--- src/rtl/cmem_regs.sv ---
// rtl/cmem_regs.sv - communication-memory register file with Amiga and Pi access ports
// Sixteen 4-bit registers; 12-15 are the event/enable pairs that drive the two interrupts.
module cmem_regs (
  input  logic       clk200,
  input  logic       reset_n,
  input  logic [3:0] cp_address,
  input  logic [3:0] cp_data_out,
  input  logic       cp_read_cmem,
  input  logic       cp_write_cmem,
  output logic [3:0] cp_in_cmem_out,
  input  logic       bank_wr,
  input  logic       bank_wr_data,
  output logic       cmem_bank,
  input  logic [3:0] pi_address,
  input  logic [3:0] pi_data_in,
  input  logic       pi_rd,
  input  logic       pi_wr,
  output logic [3:0] pi_data_out,
  output logic       int_amiga,
  output logic       int_pi
);

  localparam logic [3:0] A_EVENTS = 4'd12;
  localparam logic [3:0] A_ENABLE = 4'd13;
  localparam logic [3:0] R_EVENTS = 4'd14;
  localparam logic [3:0] R_ENABLE = 4'd15;

  logic [3:0] regs      [16];
  logic [3:0] regs_next [16];
  logic       cp_wr_a_ev;
  logic       pi_wr_a_ev;
  logic       cp_wr_r_ev;
  logic       pi_wr_r_ev;
  logic [3:0] a_set;
  logic [3:0] a_clr;
  logic [3:0] r_set;
  logic [3:0] r_clr;

  assign cp_wr_a_ev = cp_write_cmem && (cp_address == A_EVENTS);
  assign pi_wr_a_ev = pi_wr && (pi_address == A_EVENTS);
  assign cp_wr_r_ev = cp_write_cmem && (cp_address == R_EVENTS);
  assign pi_wr_r_ev = pi_wr && (pi_address == R_EVENTS);

  // Each event register has one setting side and one clearing side.
  assign a_set = pi_wr_a_ev ? pi_data_in  : 4'h0;
  assign a_clr = cp_wr_a_ev ? cp_data_out : 4'h0;
  assign r_set = cp_wr_r_ev ? cp_data_out : 4'h0;
  assign r_clr = pi_wr_r_ev ? pi_data_in  : 4'h0;

  always_comb begin
    for (int i = 0; i < 16; i++) begin
      regs_next[i] = regs[i];
    end
    // Amiga write is applied last so it wins a same-index collision.
    for (int i = 0; i < 12; i++) begin
      if (pi_wr && (pi_address == 4'(i))) begin
        regs_next[i] = pi_data_in;
      end
      if (cp_write_cmem && (cp_address == 4'(i))) begin
        regs_next[i] = cp_data_out;
      end
    end
    regs_next[12] = (regs[12] & ~a_clr) | a_set;
    if (cp_write_cmem && (cp_address == A_ENABLE)) begin
      regs_next[13] = cp_data_out;
    end
    regs_next[14] = (regs[14] & ~r_clr) | r_set;
    if (pi_wr && (pi_address == R_ENABLE)) begin
      regs_next[15] = pi_data_in;
    end
  end

  always_ff @(posedge clk200) begin
    if (!reset_n) begin
      for (int i = 0; i < 16; i++) begin
        regs[i] <= 4'h0;
      end
      cp_in_cmem_out <= 4'h0;
      pi_data_out    <= 4'h0;
      cmem_bank      <= 1'b0;
      int_amiga      <= 1'b0;
      int_pi         <= 1'b0;
    end else begin
      for (int i = 0; i < 16; i++) begin
        regs[i] <= regs_next[i];
      end
      if (cp_read_cmem) begin
        cp_in_cmem_out <= regs[cp_address];
      end
      if (pi_rd) begin
        pi_data_out <= regs[pi_address];
      end
      if (bank_wr) begin
        cmem_bank <= bank_wr_data;
      end
      int_amiga <= |(regs[12] & regs[13]);
      int_pi    <= |(regs[14] & regs[15]);
    end
  end

endmodule

--- config.mk ---
export PLATFORM = sky130hd
export DESIGN_NAME = cmem_regs
export DESIGN_NICKNAME = d
export VERILOG_FILES = /design/src/rtl/cmem_regs.sv
export SDC_FILE = /design/constraint.sdc
export NUM_CORES = 1
export LEC_CHECK = 0
export BUFFER_PORTS_ARGS = -buffer_cell sky130_fd_sc_hd__buf_4
export CAP_MARGIN = 20
export CORE_UTILIZATION = 25
export CTS_CLUSTER_DIAMETER = 100
export DETAILED_ROUTE_END_ITERATION = 8
export PLACE_DENSITY = 0.39
export SKIP_LAST_GASP = 1
export SLEW_MARGIN = 20
export SYNTH_ARGS = -nofsm -noshare
export SYNTH_HDL_FRONTEND = slang
export SYNTH_SLANG_ARGS = --single-unit
--- constraint.sdc ---
create_clock -name clk200 -period 3.7 [get_ports clk200]
set_input_delay 0.555 -clock clk200 [delete_from_list [all_inputs] [get_ports clk200]]
set_output_delay 0.555 -clock clk200 [all_outputs]
set_load 0.01 [all_outputs]
# After elaboration in Yosys (flattened, before gate mapping)

Memory sizes are Yosys's and may differ from the RTL's. A register that Yosys moved wholly into a read port is not among the register bits.
Cells that the tools add are included.

Equality and inequality tests: 40
Multiplexer cells: 48
Bitwise logic cells: 24
Reduce and logical (&&, ||, !) cells: 48

Operators by type and width:

| kind                                           | count |
|---|---|
| 2-to-1 mux 4 bit                               | 46 |
| == test 4 bit (second input constant)          | 14 |
| == test 4 x 3 -> 1 bit (second input constant) | 8 |
| logical AND 1 bit                              | 30 |
| inequality test 2 bit (second input constant)  | 12 |
| AND reduction 2 bit                            | 12 |
| bitwise AND 4 bit                              | 4 |
| == test 4 x 2 -> 1 bit (second input constant) | 4 |
| bitwise OR 1 bit                               | 16 |
| == test 4 x 1 -> 1 bit (second input constant) | 2 |
| zero test 4 bit                                | 2 |
| inverter 4 bit                                 | 2 |
| bitwise OR 4 bit                               | 2 |
| OR reduction 4 bit                             | 2 |
| zero test 1 bit                                | 2 |
| 2-to-1 mux 1 bit                               | 2 |

Flip-flop bits (word level): 3
RAM bits: 64
Input port bits: 24
Output and inout port bits: 11
Word-level logic and storage cells: 164
Memories kept: 1

Memory list:

| name | depth | width | rd ports | clocked after Yosys merged registers in | wr ports | RTL line | RTL |
|---|---|---|---|---|---|---|---|
| regs | 16    | 4     | 6        | 2                                       | 16       | 28       | `logic [3:0] regs [16];` |

# Longest topological paths before layout

Gate-level depths: netlist (run 1).

Depth after elaboration: 7
Gate-level depth with buffers: 7
Gate-level depth less buffers: 4

# Worst setup path after synthesis (run 1)

No wires, ideal clock.

Kind: in2reg
Start: in pi_address[3]
End: mem regs[0][0] (enable)
Library setup time: 382 ps
Arrival: 1813 ps
Data required time: 3318 ps
Setup slack: 1505 ps
Stages: 4
Buffers on the path: 2
Cell sequence: buf_2 or3b_1 clkbuf_2 o311ai_0

RTL lines:

| element            | RTL line | RTL |
|---|---|---|
| start: declaration | 14       | `input logic [3:0] pi_address,` |
| end: declaration   | 28       |  |

==> qor.txt, run 1 <==
Outcome: completed
Seq/Total Area, Yosys: 0.417
Post-CTS resize count: 0
Initial cell density of the core: 0.255
Cell Pwr Density: 414 nW/um^2
# IOs: 35
Number of global-route vias before repair: 4068
Clock-pin transition on the worst setup and hold timing paths: 0.06 ns
Placed cells: 753
Transition time of the tightest slew-check pin: 0.956 ns
Height of the chip: 140 um
Die Width: 140 um
Number of vias per cell: 5.42
First-iteration detailed-routing DRC count: 396
Buffer levels on the longest clock path: 2
Tightest Hold Check Type: input pin to register
Number of setup violations in the final report: 0
Area of the multi-input gates: 2520 um^2
Count of antenna-violating nets left after detailed routing: 0
TritonCTS Buffers: 9
Total global routing overflow: 0
Wire length of the first global-routing pass: 25.5 mm
Largest fanout on the critical path: 24
Setup repair after global routing missed its margin: false
Flop and latch count out of synthesis: 75
Post CTS Setup Buffer Count: 0
Estimated wirelength of the detail-placed design: 11.6 mm
Setup Crit Path Kind: input pin to register
Number of antenna violations at the first check in global routing: 0
Achievable Freq: 0.452 GHz
Prevailing post-synth register cell: edfxtp_1
Total via count in the routed design: 4169
Count of pins over their slew limit: 0
Leakage power: 0.00181 uW
Placement Setup Slack: 1.14 ns
Maximum level of the CTS H-tree: 3
Post-route non-filler standard cell count: 769
Post-layout nets: 554
Relative area change from synthesis to final layout: 14.0%
Required time of the critical path: 3.67 ns
Overall die area: 19600 um^2
Site row count: 50
Share of async-settable or async-resettable flops after synthesis: 0
Launching element type of the critical path: input pin
Maximum number of pins on one net before global-route repair: 60
Relative slew slack: 0.355
Synth Cell Area: 4750 um^2
Post-detailed-route DRC marker count: 0
Post-route fraction of the period consumed by the critical path: 0.598
Storage cell area: 1980 um^2
Synth warnings: 0
Global-route usage over all layers: 0.178
Clock Tree Root: clkbuf_16
Initial DRT Pass Iterations: 5
Number of clock sinks seen by CTS: 75
Category of the worst setup path capture point: register
Cells after synthesis: 528
CTS tree: done
Quantity of I/O buffers inserted on ports: 34
Least setup slack across all paths after layout: 1.49 ns
Share of cells above drive strength 1: 0.133
Antenna Cells: 0
Post-CTS Hold Fix Bufs: 0
Final hold viol count: 0
Later-pin clock latency in the skew report: 0.35 ns
Hold Slack: 0.460 ns
Count of flip-flops with a built-in enable after synthesis: 48
Arrival time at the worst endpoint: 2.19 ns
Overall power: 2240 uW
Fill cell count: 1978
Max-Cap Viols: 0
Placeable core region: 18600 um^2
Synth unique cells: 47
Tmin final: 2.21 ns
Worst voltage drop across the vdd grid: 0.133 mV
Total negative setup slack: 0 ns
Max Clock Skew: 0.0101 ns
Final GP Congestion: 0.847
Mapped Nets: 552
Routed len/inst: 21.5 um
Total detailed-routing wirelength: 16.5 mm
R2r setup slk: 2.23 ns
Average cell area after synthesis: 9.00 um^2
registers in the layout (all words and copies together) (netlist names):
name            count
regs               64
int_pi              1
int_amiga           1
cp_in_cmem_out      4
pi_data_out         4
cmem_bank           1
final timing paths:
kind                          startpoint                     endpoint  cells past startpoint
max                        cp_address[3]     regs[0][1]$_SDFFCE_PN0P_                      4
min                         bank_wr_data       cmem_bank$_SDFFE_PN0P_                      3
max reg2reg     regs[6][3]$_SDFFCE_PN0P_  pi_data_out[3]$_SDFFE_PN0P_                      3
min reg2reg  pi_data_out[2]$_SDFFE_PN0P_  pi_data_out[2]$_SDFFE_PN0P_                      2
stage by stage:
step / utilization / instance area (um^2)
2_1_floorplan: - / 4750
3_3_place_gp: 0.273 / 5090
3_5_place_dp: 0.273 / 5090
4_1_cts: 0.291 / 5420
5_1_grt: 0.291 / 5420
6_report: 0.291 / 5420
cell families after synthesis:
group           after synthesis  synth area share
compound gates              173             0.217
buf+inv                      54            0.0534
flops                        75             0.417
mux                          49             0.141
simple gates                177             0.172
report_power, final:
group	internal (uW)	switching (uW)	total, uW
logic	115	196	311
clock network	601	350	951
registers	944	36.2	980
final cells by class:
cell class	count	share of cell area
clock buffer	12	0.0515
sequential	75	0.366
timing repair buffer	36	0.0499
tap	234	0.0540
inverter	9	0.00623
multi-input combinational	399	0.464
clock inverter	4	0.00831
per-layer routing:
metal  GRT usage  wire length [um]
met5           0                 0
met4      0.0891               541
met3      0.0265               904
met2       0.287              7770
met1       0.231              7320
synth_stat cells (4+ instances only):
library cell / instances / share of area
a22oi_1: 8 / 0.013
o221ai_1: 7 / 0.013
buf_2: 13 / 0.014
nor3_1: 23 / 0.024
inv_1: 9 / 0.0071
edfxtp_1: 48 / 0.30
mux4_2: 14 / 0.066
nor2_1: 35 / 0.028
nand3b_1: 6 / 0.0095
or2_1: 4 / 0.0053
nor2b_1: 8 / 0.011
clkbuf_1: 25 / 0.020
a21boi_0: 24 / 0.038
a21oi_1: 42 / 0.044
nand3_1: 8 / 0.0084
o22ai_1: 9 / 0.012
o21ai_0: 65 / 0.068
nand2b_1: 7 / 0.0092
nand2_1: 72 / 0.057
dfxtp_1: 27 / 0.11
mux2i_1: 33 / 0.070
layout by cell type (no fill, tap or decap), types with 9 or more instances in the layout:
cell type and n:
nor2_1 35, a21boi_0 24, o22ai_1 9, nor3_1 23, inv_1 9, mux2i_1 33, clkbuf_16 11, dfxtp_1 27
buf_4 36, nand2_1 72, o21ai_0 65, mux4_2 14, a21oi_1 42, edfxtp_1 48
worst max-delay path, stage by stage:
cell      delay (ns)
buf_4           0.22
or3b_1          0.71
or2_1           0.40
o311ai_0        0.29
(Power assumes the default switching activity.)
==> inputs of run 2 (changes only) <==
--- a/config.mk
+++ b/config.mk
@@ -10,7 +10,7 @@
 export CORE_UTILIZATION = 25
 export CTS_CLUSTER_DIAMETER = 100
 export DETAILED_ROUTE_END_ITERATION = 8
-export PLACE_DENSITY = 0.39
+export PLACE_DENSITY = 0.4
 export SKIP_LAST_GASP = 1
 export SLEW_MARGIN = 20
 export SYNTH_ARGS = -nofsm -noshare
==> constraint.sdc (replaced) <==
create_clock -name clk200 -period 1.9 [get_ports clk200]
set_input_delay 0.285 -clock clk200 [delete_from_list [all_inputs] [get_ports clk200]]
set_output_delay 0.285 -clock clk200 [all_outputs]
set_load 0.01 [all_outputs]
==> qor.txt, run 2 (synthesized netlist as in run 1, its figures left out) <==
Post-detailed-route DRC marker count: 0 (unchanged)
CTS tree: done (unchanged)
Most used cells in the layout excluding fill and tap cells: buf_4 (79), nand2_1 (72), o21ai_0 (65) (was nand2_1 (72), o21ai_0 (65), edfxtp_1 (48))
Clock Tree Root: clkbuf_16 (unchanged)
Post-CTS resize count: 0 (unchanged)
Maximum level of the CTS H-tree: 3 (unchanged)
NetSw: 1200 uW (was 583 uW)
Cell Pwr Density: 755 nW/um^2 (was 414 nW/um^2)
Relative slew slack: 0.541 (was 0.355)
Wire length of the first global-routing pass: 26.1 mm (was 25.5 mm)
Buffer levels on the longest clock path: 2 (unchanged)
Register bank with the most flops: regs (unchanged)
Routed len/inst: 21.2 um (was 21.5 um)
Category of the worst setup path capture point: register (unchanged)
Die Width: 140 um (unchanged)
Post-layout nets: 599 (was 554)
Worst voltage drop across the vdd grid: 0.340 mV (was 0.133 mV)
TritonCTS Buffers: 9 (unchanged)
# IOs: 35 (unchanged)
Leakage power: 0.00202 uW (was 0.00181 uW)
Commonest non-fill, non-tap cell in the layout: buf_4 (was nand2_1)
Total detailed-routing wirelength: 17.3 mm (was 16.5 mm)
R2r setup slk: 0.41 ns (was 2.23 ns)
Total negative setup slack: 0 ns (unchanged)
Storage cell area: 1980 um^2 (unchanged)
Achievable Freq: 0.669 GHz
Launching element type of the critical path: register (was input pin)
Share of cells above drive strength 1: 0.202 (was 0.133)
Total via count in the routed design: 4340 (was 4169)
Flip-flop count of the largest register after layout: 64 (unchanged)
Number of global-route vias before repair: 4351 (was 4068)
Site row count: 50 (unchanged)
Fraction of power consumed by sequential logic: 0.438 (was 0.437)
Tightest Hold Check Type: input pin to register (unchanged)
Transition time of the tightest slew-check pin: 0.678 ns (was 0.956 ns)
Later-pin clock latency in the skew report: 0.35 ns (about the same)
Post-CTS Hold Fix Bufs: 0 (unchanged)
Area of the multi-input gates: 2520 um^2 (unchanged)
Antenna Cells: 0 (unchanged)
Count of antenna-violating nets left after detailed routing: 0 (unchanged)
Relative area change from synthesis to final layout: 21.1% (was 14.0%)
Clock-pin transition on the worst setup and hold timing paths: 0.06 ns (about the same)
Number of setup violations in the final report: 0 (unchanged)
Setup repair after global routing missed its margin: false (unchanged)
First-iteration detailed-routing DRC count: 383 (was 396)
Post-route core utilization: 0.309 (was 0.291)
Height of the chip: 140 um (unchanged)
Final hold viol count: 0 (unchanged)
Gate power share: 0.158 (was 0.139)
Largest registers ranked by flip-flop count: regs: 64 flops, cp_in_cmem_out: 4 flops, pi_data_out: 4 flops (unchanged)
Post CTS Setup Buffer Count: 0 (unchanged)
Net Sw Frac: 0.277 (was 0.260)
Setup Crit Path Kind: register to register (was input pin to register)
Required time of the critical path: 2.13 ns (was 3.67 ns)
Number of antenna violations at the first check in global routing: 0 (unchanged)
Hold Slack: 0.203 ns (was 0.460 ns)
Non-Filler Cell Area, Final: 5760 um^2 (was 5420 um^2)
Global-route usage over all layers: 0.182 (was 0.178)
Fill cell count: 1953 (was 1978)
Initial DRT Pass Iterations: 5 (unchanged)
Number of vias per cell: 5.33 (was 5.42)
Max-Cap Viols: 0 (unchanged)
Count of pins over their slew limit: 0 (unchanged)
Largest fanout on the critical path: 2 (was 24)
Placeable core region: 18600 um^2 (unchanged)
Post-route fraction of the period consumed by the critical path: 0.786
Number of clock sinks seen by CTS: 75 (unchanged)
Post-placement cell area: 5460 um^2 (was 5090 um^2)
Initial cell density of the core: 0.255 (unchanged)
Clock share of power: 0.404 (was 0.424)
Overall die area: 19600 um^2 (unchanged)
Outcome: completed (unchanged)
Final GP Congestion: 0.852 (was 0.847)
Max Clock Skew: 0.00533 ns (was 0.0101 ns)
Quantity of I/O buffers inserted on ports: 34 (unchanged)
Maximum number of pins on one net before global-route repair: 32 (was 60)
Total global routing overflow: 0 (unchanged)
Estimated wirelength of the detail-placed design: 12.7 mm (was 11.6 mm)
Arrival time at the worst endpoint: 1.72 ns (was 2.19 ns)
Tmin final: 1.49 ns
Internal power consumption: 3140 uW (was 1660 uW)
==> run 2: cell count changes in the layout (fill, tap and decap cells not counted), sizes merged <==
cell and change:
inv +4, clkinv -2, clkbuf -3, buf +45, clkinvlp +1
==> run 2: metal layers <==
layer	GRT usage	up-vias	part of all wire
li1	-	2045	-
met1	0.228	2120	0.44
met2	0.310	148	0.49
met3	0.0220	27	0.046
met4	0.0868	0	0.027
met5	0	-	0
==> run 2: worst max-delay path, cell delays in order (launching register included) <==
cell,delay (ns)
edfxtp_1,0.43
mux4_2,0.53
a31oi_1,0.31
a21oi_1,0.11
==> run 2: layout make-up <==
type / count / area share
Sequential cell: 75 / 0.344
Timing Repair Buffer: 81 / 0.110
Tap cell: 234 / 0.0509
Multi-Input combinational cell: 399 / 0.437
Inverter: 9 / 0.00587
Clock buffer: 9 / 0.0391
Clock inverter: 7 / 0.0128
==> run 2: path summary, 6_finish.rpt <==
path | startpoint | end | depth (start not counted)
max | regs[6][3]$_SDFFCE_PN0P_ | pi_data_out[3]$_SDFFE_PN0P_ | 3
min | bank_wr_data | cmem_bank$_SDFFE_PN0P_ | 3
max reg2reg | regs[6][3]$_SDFFCE_PN0P_ | pi_data_out[3]$_SDFFE_PN0P_ | 3
min reg2reg | pi_data_out[2]$_SDFFE_PN0P_ | pi_data_out[2]$_SDFFE_PN0P_ | 2
==> run 2: stage by stage <==
step                      total power, uW  cells  setup WS, ns
final                                4350    814         0.406
after global routing                 4490    814         0.353
after CTS                            4370    814         0.421
after detailed placement             2620    798        0.0908
after global placement               2620    798         0.125
after floorplan                      2300    528         0.157
==> run 2: power by group through the flow <==
stage / clock, uW / sequential (uW) / combinational, uW
2_1_floorplan: 0 / 1910 / 389
3_3_place_gp: 0 / 1940 / 678
3_5_place_dp: 0 / 1940 / 684
4_1_cts: 1780 / 1900 / 686
5_1_grt: 1840 / 1910 / 743
6_report: 1760 / 1900 / 688
==> inputs of run 3 (changes only) <==
--- a/config.mk
+++ b/config.mk
@@ -10,7 +10,7 @@
 export CORE_UTILIZATION = 25
 export CTS_CLUSTER_DIAMETER = 100
 export DETAILED_ROUTE_END_ITERATION = 8
-export PLACE_DENSITY = 0.4
+export PLACE_DENSITY = 0.39
 export SKIP_LAST_GASP = 1
 export SLEW_MARGIN = 20
 export SYNTH_ARGS = -nofsm -noshare
==> constraint.sdc (replaced) <==
create_clock -name clk200 -period 1.45 [get_ports clk200]
set_input_delay 0.2175 -clock clk200 [delete_from_list [all_inputs] [get_ports clk200]]
set_output_delay 0.2175 -clock clk200 [all_outputs]
set_load 0.01 [all_outputs]
==> qor.txt, run 3 (synthesized netlist as in run 1, its figures left out) <==
Leakage power: 0.00225 uW (was 0.00202 uW)
Number of clock sinks seen by CTS: 75 (unchanged)
Wire length of the first global-routing pass: 27.8 mm (was 26.1 mm)
Share of cells above drive strength 1: 0.270 (was 0.202)
Overall die area: 19600 um^2 (unchanged)
Number of antenna violations at the first check in global routing: 0 (unchanged)
Flip-flop count of the largest register after layout: 64 (unchanged)
Maximum number of pins on one net before global-route repair: 24 (was 32)
Total detailed-routing wirelength: 18.1 mm (was 17.3 mm)
Launching element type of the critical path: register (unchanged)
Crit path max-delay cell type: mux4_2 (unchanged)
Clock-pin transition on the worst setup and hold timing paths: 0.06 ns (about the same)
Die Width: 140 um (unchanged)
Register bank with the most flops: regs (unchanged)
Post-route non-filler standard cell count: 861 (was 814)
First-iteration detailed-routing DRC count: 397 (was 383)
Post-route core utilization: 0.331 (was 0.309)
Arrival time at the worst endpoint: 1.73 ns (was 1.72 ns)
Worst voltage drop across the vdd grid: 0.476 mV (was 0.340 mV)
Max Clock Skew: 0.00621 ns (was 0.00533 ns)
Final GP Congestion: 0.819 (was 0.852)
Later-pin clock latency in the skew report: 0.35 ns (about the same)
Post-placement cell area: 5870 um^2 (was 5460 um^2)
Setup Crit Path Kind: register to register (unchanged)
Total negative setup slack: -0.0469 ns (was 0 ns)
Cell Pwr Density: 900 nW/um^2 (was 755 nW/um^2)
Number of vias per cell: 5.21 (was 5.33)
Post-layout nets: 646 (was 599)
# IOs: 35 (unchanged)
TritonCTS Buffers: 9 (unchanged)
CP cell instances: mux4_2, nor2b_1, a211oi_1, nor3_1 (was mux4_2, a31oi_1, a21oi_1)
Transition time of the tightest slew-check pin: 0.456 ns (was 0.678 ns)
Maximum level of the CTS H-tree: 3 (unchanged)
Final hold viol count: 0 (unchanged)
Relative slew slack: 0.695 (was 0.541)
Least setup slack across all paths after layout: -0.0469 ns (was 0.406 ns)
Required time of the critical path: 1.68 ns (was 2.13 ns)
Clock Tree Root: clkbuf_16 (unchanged)
Relative area change from synthesis to final layout: 29.9% (was 21.1%)
Commonest non-fill, non-tap cell in the layout: buf_4 (unchanged)
Achievable Freq: 0.668 GHz (was 0.669 GHz)
Estimated wirelength of the detail-placed design: 13.9 mm (was 12.7 mm)
Non-Filler Cell Area, Final: 6170 um^2 (was 5760 um^2)
Tightest Hold Check Type: input pin to register (unchanged)
Routed len/inst: 21.0 um (was 21.2 um)
Largest registers ranked by flip-flop count: regs: 64 flops, cp_in_cmem_out: 4 flops, pi_data_out: 4 flops (unchanged)
Site row count: 50 (unchanged)
Most used cells in the layout excluding fill and tap cells: buf_4 (124), nand2_1 (72), o21ai_0 (63) (was buf_4 (79), nand2_1 (72), o21ai_0 (65))
Largest fanout on the critical path: 2 (unchanged)
Slowest cell delay on critical path: 0.53 ns (about the same)
Quantity of I/O buffers inserted on ports: 34 (unchanged)
Total via count in the routed design: 4484 (was 4340)
Placement Setup Slack: -0.287 ns (was 0.0908 ns)
Placed cells: 843 (was 798)
Total global routing overflow: 0 (unchanged)
Post-route fraction of the period consumed by the critical path: 1.03 (was 0.786)
Buffer levels on the longest clock path: 2 (unchanged)
CTS tree: done (unchanged)
Antenna Cells: 0 (unchanged)
Tmin final: 1.50 ns (was 1.49 ns)
Initial DRT Pass Iterations: 5 (unchanged)
Number of global-route vias before repair: 4552 (was 4351)
Failing checks: setup timing
Worst path top cell family by delay: multiplexers (unchanged)
Global-route usage over all layers: 0.195 (was 0.182)
Post-detailed-route DRC marker count: 0 (unchanged)
Initial cell density of the core: 0.255 (unchanged)
Count of antenna-violating nets left after detailed routing: 0 (unchanged)
Outcome: finished with violations (was completed)
Count of pins over their slew limit: 0 (unchanged)
Placeable core region: 18600 um^2 (unchanged)
Count of buffering cells on the critical path with inverters included: 0 (unchanged)
Post-CTS Hold Fix Bufs: 0 (unchanged)
Category of the worst setup path capture point: register (unchanged)
Height of the chip: 140 um (unchanged)
Setup repair after global routing missed its margin: true (was false)
Max-Cap Viols: 0 (unchanged)
Number of setup violations in the final report: 1 (was 0)
-- run 3: final timing paths --
check                                   start                             end  slack, ns  cells after the start
setup / recovery     regs[4][0]$_SDFFCE_PN0P_  cp_in_cmem_out[0]$_SDFFE_PN0P_      -0.05                      4
hold / removal                   bank_wr_data          cmem_bank$_SDFFE_PN0P_       0.18                      3
setup reg to reg     regs[4][0]$_SDFFCE_PN0P_  cp_in_cmem_out[0]$_SDFFE_PN0P_      -0.05                      4
hold reg to reg   pi_data_out[2]$_SDFFE_PN0P_     pi_data_out[2]$_SDFFE_PN0P_       0.48                      2
-- run 3: tightest hold or removal path, stage by stage --
cell and delay, ns:
buf_4 0.07, mux2i_1 0.06, nor2b_1 0.13
-- run 3: what timing repair did --
| action | 4_1_cts | 5_1_grt |
|---|---|---|
| pin swaps | 1 | 0 |
| resized for setup | 2 | 5 |
| setup buffers | 0 | 2 |
| setup endpoints to repair | 3 | 12 |
-- run 3: layer usage --
layer,vias up,global-route usage,wire length [um]
met2,141,0.311,8230
met1,2159,0.252,8430
met3,38,0.0372,852
li1,2146,-,-
met4,0,0.0960,603
met5,-,0,0
-- run 3: through the flow --
stage | power [uW] | hold WS, ns
2_1_floorplan | 3030 | 0.352
3_3_place_gp | 3530 | 0.451
3_5_place_dp | 3540 | 0.480
4_1_cts | 5600 | 0.182
5_1_grt | 5790 | 0.189
6_report | 5560 | 0.178
-- run 3: final cells by class --
cell class / instances / area (um^2)
Clock buffer: 15 / 258
Clock inverter: 1 / 5.00
Fill cell: 1931 / 12500
Inverter: 9 / 33.8
Multi-Input combinational cell: 399 / 2590
Sequential cell: 75 / 1980
Tap cell: 234 / 293
Timing Repair Buffer: 128 / 1010
-- run 3: where the power goes --
| group | internal, uW | switching (uW) |
|---|---|---|
| Combinational | 446 | 553 |
| Clock | 1210 | 837 |
| Sequential | 2410 | 104 |
